### src/rtl/matrix_mult_stream_if.sv
`default_nettype none
// ============================================================================
// Module      : matrix_mult_stream_if
// Description : Streaming handshake bundle for matrix_mult_stream.
//               Input side : in_valid / in_ready / in_data ({A, B} pair).
//               Output side: out_valid / out_ready / out_data / out_last.
//               master = upstream/downstream driver, slave = the multiplier.
// Revision    : 1.0 - initial release
// ============================================================================
interface matrix_mult_stream_if #(
    parameter int WIDTH = 8,
    parameter int OUT_W = 2*WIDTH
);
    logic                 in_valid;
    logic                 in_ready;
    logic [2*WIDTH-1:0]   in_data;
    logic                 out_valid;
    logic                 out_ready;
    logic [OUT_W-1:0]     out_data;
    logic                 out_last;

    modport master (
        output in_valid, in_data, out_ready,
        input  in_ready, out_valid, out_data, out_last
    );

    modport slave (
        input  in_valid, in_data, out_ready,
        output in_ready, out_valid, out_data, out_last
    );
endinterface
`default_nettype wire

### src/rtl/matrix_mult_stream.sv
`default_nettype none
// ============================================================================
// Module      : matrix_mult_stream
// Description : Streaming NxN matrix multiplier, C = A*B. Loads {A,B} element
//               pairs row-major (LOAD), computes one row of C per N cycles
//               with N MAC lanes (COMPUTE), then drains C row-major (DRAIN).
// Ports       : clk, reset (sync, active-high)
//               bus  (matrix_mult_stream_if.slave) - input/output streams
//               busy - high in COMPUTE and DRAIN
// Config      : MATMUL_SATURATE_EN defined   -> clamp results to OUT_W range
//               MATMUL_SATURATE_EN undefined -> keep low OUT_W bits (wrap)
// Revision    : 1.0 - initial release
// ============================================================================
module matrix_mult_stream #(
    parameter int WIDTH  = 8,
    parameter int N      = 4,
    parameter int OUT_W  = 2*WIDTH,
    parameter int SIGNED = 0
) (
    input  wire logic            clk,
    input  wire logic            reset,
    matrix_mult_stream_if.slave  bus,
    output logic                 busy
);
    localparam int ACC_W = 2*WIDTH + $clog2(N);
    localparam int K_W   = $clog2(N);
    localparam int MAXW  = (OUT_W > ACC_W) ? OUT_W : ACC_W;
    localparam logic [K_W-1:0] c_LAST = K_W'(N-1);

    localparam logic [1:0] S_LOAD    = 2'd0;
    localparam logic [1:0] S_COMPUTE = 2'd1;
    localparam logic [1:0] S_DRAIN   = 2'd2;

`ifdef MATMUL_SATURATE_EN
    localparam logic [MAXW-1:0] c_ONE  = MAXW'(1);
    localparam logic [MAXW-1:0] c_UMAX = (c_ONE << OUT_W) - c_ONE;
    localparam logic [MAXW-1:0] c_SMAX = (c_ONE << (OUT_W-1)) - c_ONE;
    localparam logic [MAXW-1:0] c_SMIN = ~c_SMAX;
`endif

    // Extend to a common width, optionally clamp, then narrow to OUT_W.
    function automatic logic [OUT_W-1:0] f_conv(input logic [ACC_W-1:0] v);
        logic [MAXW-1:0] ext;
        if (SIGNED != 0) ext = MAXW'($signed(v));
        else             ext = MAXW'(v);
`ifdef MATMUL_SATURATE_EN
        if (SIGNED != 0) begin
            if ($signed(ext) > $signed(c_SMAX))      ext = c_SMAX;
            else if ($signed(ext) < $signed(c_SMIN)) ext = c_SMIN;
        end else if (ext > c_UMAX) begin
            ext = c_UMAX;
        end
`endif
        return OUT_W'(ext);
    endfunction

    logic [1:0]        r_state, w_next;
    logic [K_W-1:0]    r_lr, r_lc;      // load row/col
    logic [K_W-1:0]    r_i,  r_k;       // compute row / inner index
    logic [K_W-1:0]    r_or, r_oc;      // drain row/col
    logic [WIDTH-1:0]  r_a [N][N];
    logic [WIDTH-1:0]  r_b [N][N];
    logic [OUT_W-1:0]  r_c [N][N];
    logic [ACC_W-1:0]  r_acc  [N];
    logic [ACC_W-1:0]  w_sum  [N];
    logic [OUT_W-1:0]  w_conv [N];

    logic w_in_fire, w_out_fire, w_load_done, w_comp_done, w_drain_done;

    assign w_in_fire    = bus.in_valid && bus.in_ready;
    assign w_out_fire   = bus.out_valid && bus.out_ready;
    assign w_load_done  = w_in_fire && (r_lr == c_LAST) && (r_lc == c_LAST);
    assign w_comp_done  = (r_state == S_COMPUTE) && (r_i == c_LAST) && (r_k == c_LAST);
    assign w_drain_done = w_out_fire && (r_or == c_LAST) && (r_oc == c_LAST);

    // ---------------- state register ----------------
    always_ff @(posedge clk) begin
        if (reset) r_state <= S_LOAD;
        else       r_state <= w_next;
    end

    // ---------------- next-state logic ----------------
    always_comb begin
        w_next = r_state;
        case (r_state)
            S_LOAD:    if (w_load_done)  w_next = S_COMPUTE;
            S_COMPUTE: if (w_comp_done)  w_next = S_DRAIN;
            S_DRAIN:   if (w_drain_done) w_next = S_LOAD;
            default:   w_next = S_LOAD;
        endcase
    end

    // ---------------- outputs (registered state only) ----------------
    always_comb begin
        bus.in_ready  = (r_state == S_LOAD);
        bus.out_valid = (r_state == S_DRAIN);
        bus.out_last  = (r_state == S_DRAIN) && (r_or == c_LAST) && (r_oc == c_LAST);
        busy          = (r_state == S_COMPUTE) || (r_state == S_DRAIN);
        bus.out_data  = (r_state == S_DRAIN) ? r_c[r_or][r_oc] : '0;
    end

    // ---------------- counters ----------------
    always_ff @(posedge clk) begin
        if (reset) begin
            r_lr <= '0; r_lc <= '0;
            r_i  <= '0; r_k  <= '0;
            r_or <= '0; r_oc <= '0;
        end else begin
            if (w_in_fire) begin
                if (r_lc == c_LAST) begin
                    r_lc <= '0;
                    r_lr <= (r_lr == c_LAST) ? '0 : r_lr + K_W'(1);
                end else begin
                    r_lc <= r_lc + K_W'(1);
                end
            end
            if (r_state == S_COMPUTE) begin
                if (r_k == c_LAST) begin
                    r_k <= '0;
                    r_i <= (r_i == c_LAST) ? '0 : r_i + K_W'(1);
                end else begin
                    r_k <= r_k + K_W'(1);
                end
            end
            if (w_out_fire) begin
                if (r_oc == c_LAST) begin
                    r_oc <= '0;
                    r_or <= (r_or == c_LAST) ? '0 : r_or + K_W'(1);
                end else begin
                    r_oc <= r_oc + K_W'(1);
                end
            end
        end
    end

    // ---------------- MAC lanes: lane j builds C[i][j] ----------------
    for (genvar j = 0; j < N; j++) begin : g_lane
        logic [ACC_W-1:0] w_prod;
        if (SIGNED != 0) begin : g_signed
            logic signed [2*WIDTH-1:0] w_ps;
            assign w_ps   = $signed(r_a[r_i][r_k]) * $signed(r_b[r_k][j]);
            assign w_prod = ACC_W'(w_ps);
        end else begin : g_unsigned
            logic [2*WIDTH-1:0] w_pu;
            assign w_pu   = r_a[r_i][r_k] * r_b[r_k][j];
            assign w_prod = ACC_W'(w_pu);
        end
        // k == 0 starts a fresh dot product instead of adding to the old one
        assign w_sum[j]  = ((r_k == '0) ? '0 : r_acc[j]) + w_prod;
        assign w_conv[j] = f_conv(w_sum[j]);
    end

    // ---------------- storage (not reset; every load overwrites it all) ----------------
    always_ff @(posedge clk) begin
        if (w_in_fire) begin
            r_a[r_lr][r_lc] <= bus.in_data[2*WIDTH-1 -: WIDTH];
            r_b[r_lr][r_lc] <= bus.in_data[WIDTH-1:0];
        end
        if (r_state == S_COMPUTE) begin
            for (int j = 0; j < N; j++) begin
                r_acc[j] <= w_sum[j];
                if (r_k == c_LAST) r_c[r_i][j] <= w_conv[j];
            end
        end
    end
endmodule
`default_nettype wire

### src/flat_wrapper.sv
// flat-port wrapper written by rule: the top's interface ports become plain ports
module matrix_mult_stream_flat 
#(
    parameter int WIDTH  = 8,
    parameter int N      = 4,
    parameter int OUT_W  = 2*WIDTH,
    parameter int SIGNED = 0
)
  (clk, reset, busy, bus_in_valid, bus_in_data, bus_out_ready, bus_in_ready, bus_out_valid, bus_out_data, bus_out_last);
  matrix_mult_stream_if #(.WIDTH(WIDTH), .OUT_W(OUT_W)) bus_i ();
  input  wire logic clk;
  input  wire logic reset;
  output logic busy;
  input wire logic [$bits(bus_i.in_valid)-1:0] bus_in_valid;
  input wire logic [$bits(bus_i.in_data)-1:0] bus_in_data;
  input wire logic [$bits(bus_i.out_ready)-1:0] bus_out_ready;
  output wire logic [$bits(bus_i.in_ready)-1:0] bus_in_ready;
  output wire logic [$bits(bus_i.out_valid)-1:0] bus_out_valid;
  output wire logic [$bits(bus_i.out_data)-1:0] bus_out_data;
  output wire logic [$bits(bus_i.out_last)-1:0] bus_out_last;
  assign bus_i.in_valid = bus_in_valid;
  assign bus_i.in_data = bus_in_data;
  assign bus_i.out_ready = bus_out_ready;
  assign bus_in_ready = bus_i.in_ready;
  assign bus_out_valid = bus_i.out_valid;
  assign bus_out_data = bus_i.out_data;
  assign bus_out_last = bus_i.out_last;
  matrix_mult_stream #(.WIDTH(WIDTH), .N(N), .OUT_W(OUT_W), .SIGNED(SIGNED)) u_core (.clk(clk), .reset(reset), .bus(bus_i), .busy(busy));
endmodule
### config.mk
export PLATFORM = sky130hd
export DESIGN_NAME = matrix_mult_stream_flat
export DESIGN_NICKNAME = d
export VERILOG_FILES = /design/src/rtl/matrix_mult_stream_if.sv /design/src/rtl/matrix_mult_stream.sv /design/src/flat_wrapper.sv
export SDC_FILE = /design/constraint.sdc
export NUM_CORES = 1
export LEC_CHECK = 0
export CAP_MARGIN = 10
export CORE_ASPECT_RATIO = 0.5
export CORE_MARGIN = 5
export CORE_UTILIZATION = 55
export DETAILED_ROUTE_END_ITERATION = 12
export PLACE_DENSITY = 0.71
export SYNTH_ARGS = -nofsm -noshare
export SYNTH_HDL_FRONTEND = slang
export SYNTH_SLANG_ARGS = --single-unit
### constraint.sdc
create_clock -name clk -period 6.62 [get_ports clk]
set_clock_uncertainty 0.2 [all_clocks]
set_input_delay 0.993 -clock clk [delete_from_list [all_inputs] [get_ports clk]]
set_output_delay 0.993 -clock clk [all_outputs]
set_load 0.02 [all_outputs]
# Word-level counts from Yosys, hierarchy flattened
# Memory sizes are Yosys's and may differ from the RTL's. A register that Yosys moved wholly into a read port is not among the register bits.
# Index checks and enable logic that the tools add are counted.
# op_classes
add_sub_neg,10
multipliers,4
n_lt_le_gt_ge,4
n_eq_ne,11
n_mux,36
bitwise,3
n_reduce_logical,18
# ops
op,n
18-bit by 16-bit adder with 18-bit output,4
18-bit two-way mux,4
8-bit by 8-bit multiplier with 16-bit output,4
16-bit two-way mux,3
16-bit binary-select mux with 2-bit select,1
32-bit two-way mux,1
2-bit two-way mux,15
8-bit two-way mux,3
8-bit binary-select mux with 2-bit select,1
8-bit demux with 2-bit select,1
2-bit equality test (second input constant),7
2-bit by 1-bit adder with 2-bit output (second input constant),6
1-bit logical AND,11
3-bit greater-or-equal comparator (second input constant),3
2-bit NOT with 3-bit output,3
1-bit two-way mux,6
2-bit one-hot mux with 3 select lines,1
2-bit AND reduction,3
2-bit zero test,2
2-bit != test (second input constant),2
3-bit by 1-bit less-than comparator with 1-bit output (second input constant),1
3-bit AND reduction,1
2-bit by 1-bit equality test with 1-bit output (second input constant),1
2-bit by 1-bit != test with 1-bit output (second input constant),1
1-bit logical OR,1
# totals
register_bits,14
ramBits,584
inputBits,20
output_inout_bits,20
wordCells,97
n_memories,4
# mem_list
memory,words,width,rd,rd_clocked_by_memory_dff,wr,line_no,source
u_core.r_c,4,64,1,1,1,matrix_mult_stream.sv:63,logic [OUT_W-1:0] r_c [N][N];
u_core.r_a,4,32,1,1,1,matrix_mult_stream.sv:61,logic [WIDTH-1:0] r_a [N][N];
u_core.r_b,4,32,1,1,1,matrix_mult_stream.sv:62,logic [WIDTH-1:0] r_b [N][N];
u_core.r_acc,4,18,4,0,4,matrix_mult_stream.sv:64,logic [ACC_W-1:0] r_acc [N];

# Longest topological paths before layout
# depth
depth_word,6
ltp_mapped,23
mapped_depth_nobuf,20

# Worst setup path after synthesis
# OpenSTA, ideal clock, no wires.
# synth_timing
kind,reg-to-reg
from,register (tool-made name)
to,memory u_core.r_acc[0][13] (netlist bit) (data pin)
setup_ns,0.162
arrival_ns,5.415
required_ns,6.258
slack_ns,0.842
stages_incl_launch_ff,20
path_buffers,3
period_less_slack_ns,5.778
cell_sequence,dfxtp_1 buf_2 buf_4 buf_4 mux4_2 nand2_1 o22a_1 fa_1 fa_1 inv_1 fa_1 inv_1 fa_1 inv_1 ha_1 o21a_1 a21boi_1 o41a_1 or4b_1 nand4b_1
# synth_rtl
item,line_no
end: declaration,matrix_mult_stream.sv:64

==> out/metrics.cfg <==
[outcome]
status = finished clean

[setup_path]
slowest_stage = xnor2_1
startpoint_type = flip-flop
cp_max_fo = 17
crit_path_end = u_core.r_c[2][58]
slowest_delay_ps = 670
crit_chain = buf_12 > mux4_2 > nand2_1 > and2_1 > buf_4 > o22ai_1 > fa_1 > fa_1 > ha_1 > inv_1 > fa_1 > inv_1 > ha_1 > o21ai_0 > o21ai_1 > a211oi_1 > buf_4 > nor2_1 > xnor2_1
end_kind = flip-flop
cp_num_cells = 19
path_buf_inv = 5
regToRegSetupSlack_ps = 300
cp_top_family = adder cells
cpMostUsedCell = fa_1
worstReg2RegEnd = u_core.r_c[2][58]
r2r_cells = 19
crit_required_ps = 6710
critical_path_class = reg -> reg
cp.arrival_ps = 6410

[placed_design]
dp_hpwl_mm = 62.29
globalplace.congestion = 0.9742
dpl.cell_count = 3194
preCtsSetupSlack_ps = 168.8
port-buffer-count = 39

[sta]
setup_viol = 0
hold_viol_final = 0
final-max-slew-violation-count = 0
holdWs_ps = 311.7
setup_ws_ps = 302.4
fmax_mhz = 158.3
fin_crit_sh_pct = 95.43
setup_tns_ps = 0
rsz0062_at_grt = false
period_needed_ps = 6318
worst_pin_slew_ps = 1183
max_slew_margin_pct = 21.17

[power]
irDropWorstVdd_mv = 0.3797
power_mw = 17.38
p_leak_nw = 13.90
power.density_nw_per_um2 = 467.3

[clock_network]
cts_tree = yes
clock_path_buffers = 3
path_clk_slew_ps = 70
cts.htree.levels = 2
cts_buffers = 52
clk_latency_ps = 610
ctsHoldBuffers = 0
clock-root-buffer = clkbuf_16
clock-sinks = 596

[floorplanning]
fp.dieH_um = 185
io_pins = 40
die-area_um2 = 66600
start_util_pct = 55.35
dieWidth_um = 360
rows = 64
design.core.area_um2 = 60860

[synthesis]
syn_area_um2 = 33690
synth.mux.area_fraction_pct = 9.999
yosys.area.top_type = edfxtp_1
synth_edf_count = 576
yosys_warnings = 0
syn-num-nets = 2714
synth-seq-cells = 596
synth_area_leaders = edfxtp_1 51%, fa_1 12%, mux4_2 9.4%
yosysSeqAreaShare_pct = 52.53
synthAdderAreaFrac_pct = 17.79
synth_xor_area_share_pct = 1.248
async_reset_ff_share_pct = 0
synth_top_area_share_pct = 51.34
synth-compound-area-share_pct = 7.480
synthCells = 2335
yosys.cell_types.count = 67
synth-simple-area-share_pct = 5.007
avgSynthCellArea_um2 = 14.43
synth_ff_type = edfxtp_1
synth_top_family_by_area = adder cells

[global_route]
grt_pass1_wl_mm = 130.6
grt_start_max_net_pins = 65
antenna_found_initial = 2
grt_pass1_vias = 20372
grt-ovfl-total = 0
grt_util_all_layers_pct = 26.48

[cells_and_area]
seq_area_um2 = 17700
drive_above_1_share_pct = 14.40
fillers = 4507
antennaDiodeCount = 0
syn_to_final_growth_pct = 10.38
multiInputGateArea_um2 = 14020
final_nets = 2802
final_cells = 3291

[drt]
post-route-drc-count = 0
final_antenna_net_count = 0
wl_per_cell_um = 26.47
drt_wl_total_mm = 87.10
viasPerCell = 6.161
drt-initial-drc-count = 2200
via_count = 20277
first_pass_iters = 6

[hold_path]
hp-start = u_core.r_lr[1]
hold_class = reg -> reg

[flow_run]
cap_violations = 0

## power by group
group / leakage (nW) / switching (mW) / internal [mW] / total (mW)
logic: 7.71 / 5.55 / 2.92 / 8.47
registers: 5.37 / 0.0335 / 5.79 / 5.82
clock network: 0.823 / 1.40 / 1.68 / 3.08
total: 13.9 / 6.98 / 10.4 / 17.4
## cells in the mapped netlist (10+ instances only)
cell type / n
inv_1: 364
nand3_1: 13
dfxtp_1: 20
ha_1: 159
edfxtp_1: 576
mux4_2: 141
and2_1: 46
buf_1: 11
a21o_1: 11
nand2b_1: 41
buf_4: 14
o22ai_1: 143
a21oi_1: 37
nor3_1: 11
fa_1: 200
buf_2: 46
xnor2_1: 38
nand2_1: 104
o22a_1: 50
o21ai_0: 20
xor2_1: 10
a22oi_1: 51
nor2_1: 28
nor2b_1: 36
clkbuf_1: 38
and3_1: 21
## how the worst min path moves through the flow
stage	cells past startpoint	end	slack, ps
2_1_floorplan	2	u_core.r_state[1]	260
4_1_cts	2	u_core.r_lr[1]	320
3_5_place_dp	2	u_core.r_lr[1]	310
3_3_place_gp	2	u_core.r_state[1]	280
6_report	2	u_core.r_lr[1]	310
5_1_grt	2	u_core.r_state[1]	340
## final cells by class
type | instances | area share (%)
flip-flops and latches | 596 | 47.61
clock buffers | 67 | 3.678
repair buffers | 151 | 3.590
inverters | 371 | 3.745
multi-input cells | 1251 | 37.70
clock inverters | 30 | 0.9017
well taps | 825 | 2.776
## per-layer routing
layer | wire length, um | GRT usage (%) | vias up
met5 | 13 | 0 | -
met4 | 1617 | 5.098 | 2
met3 | 8710 | 6.264 | 114
met2 | 38070 | 40.14 | 1008
met1 | 38690 | 40.00 | 10445
li1 | - | - | 8708
## registers in the layout, summed over array words and instances (netlist names), named ones only
name and count:
u_core.r_c 256, u_core.r_a 128, u_core.r_b 128, u_core.r_acc 64, u_core.r_i 2, u_core.r_k 2, u_core.r_lc 2, u_core.r_lr 2
u_core.r_oc 2, u_core.r_or 2, u_core.r_state 2
## cells in the final DEF, fill, tap and decap left out, types with 10 or more instances in the layout
master,n
nor3_1,11
fa_1,200
nor2b_1,36
xnor2_1,38
nor2_1,28
xor2_1,10
a21o_1,11
clkdlybuf4s50_1,39
edfxtp_1,576
clkbuf_1,14
buf_4,103
nand2_1,104
and3_1,18
o21ai_0,20
nand2b_1,41
mux4_2,141
a21oi_1,37
and2_1,45
dfxtp_1,16
o22ai_1,143
o22a_1,50
a22oi_1,51
clkbuf_16,52
ha_1,157
nand3_1,13
inv_1,363
## worst register-to-register path, delay by kind of cell, from the launching register on
kind                       cells  cell delay (ps)
DFF                            1              470
xor gates and xnor gates       1              670
adders and majority gates      5             1930
buffers and inverters          5              790
and+or+nand+nor                3              590
muxes                          1              510
AOI/OAI and AO/OA              4              820
## stage by stage
stage / cell area (um^2) / util, %
2_1_floorplan: 33690 / -
6_report: 37190 / 61.10
3_3_place_gp: 35470 / 58.28
5_1_grt: 37190 / 61.10
3_5_place_dp: 35470 / 58.28
4_1_cts: 37170 / 61.08
## timing repair
item | CTS | global route
setup buffers | 0 | 0
hold endpoints to repair | 0 | 0
setup endpoints to repair | 0 | 15
gates resized for setup | 0 | 5
## kinds of logic (layout without fill, tap and decap cells)
group / Yosys count / after routing
and+or+nand+nor: 323 / 323
adders and majority gates: 359 / 359
buffers and inverters: 488 / 619
xor gates and xnor gates: 48 / 48
AOI/OAI and AO/OA: 366 / 366
muxes: 155 / 155
DFF: 596 / 596
No activity file was read; power rests on OpenSTA's default activity.
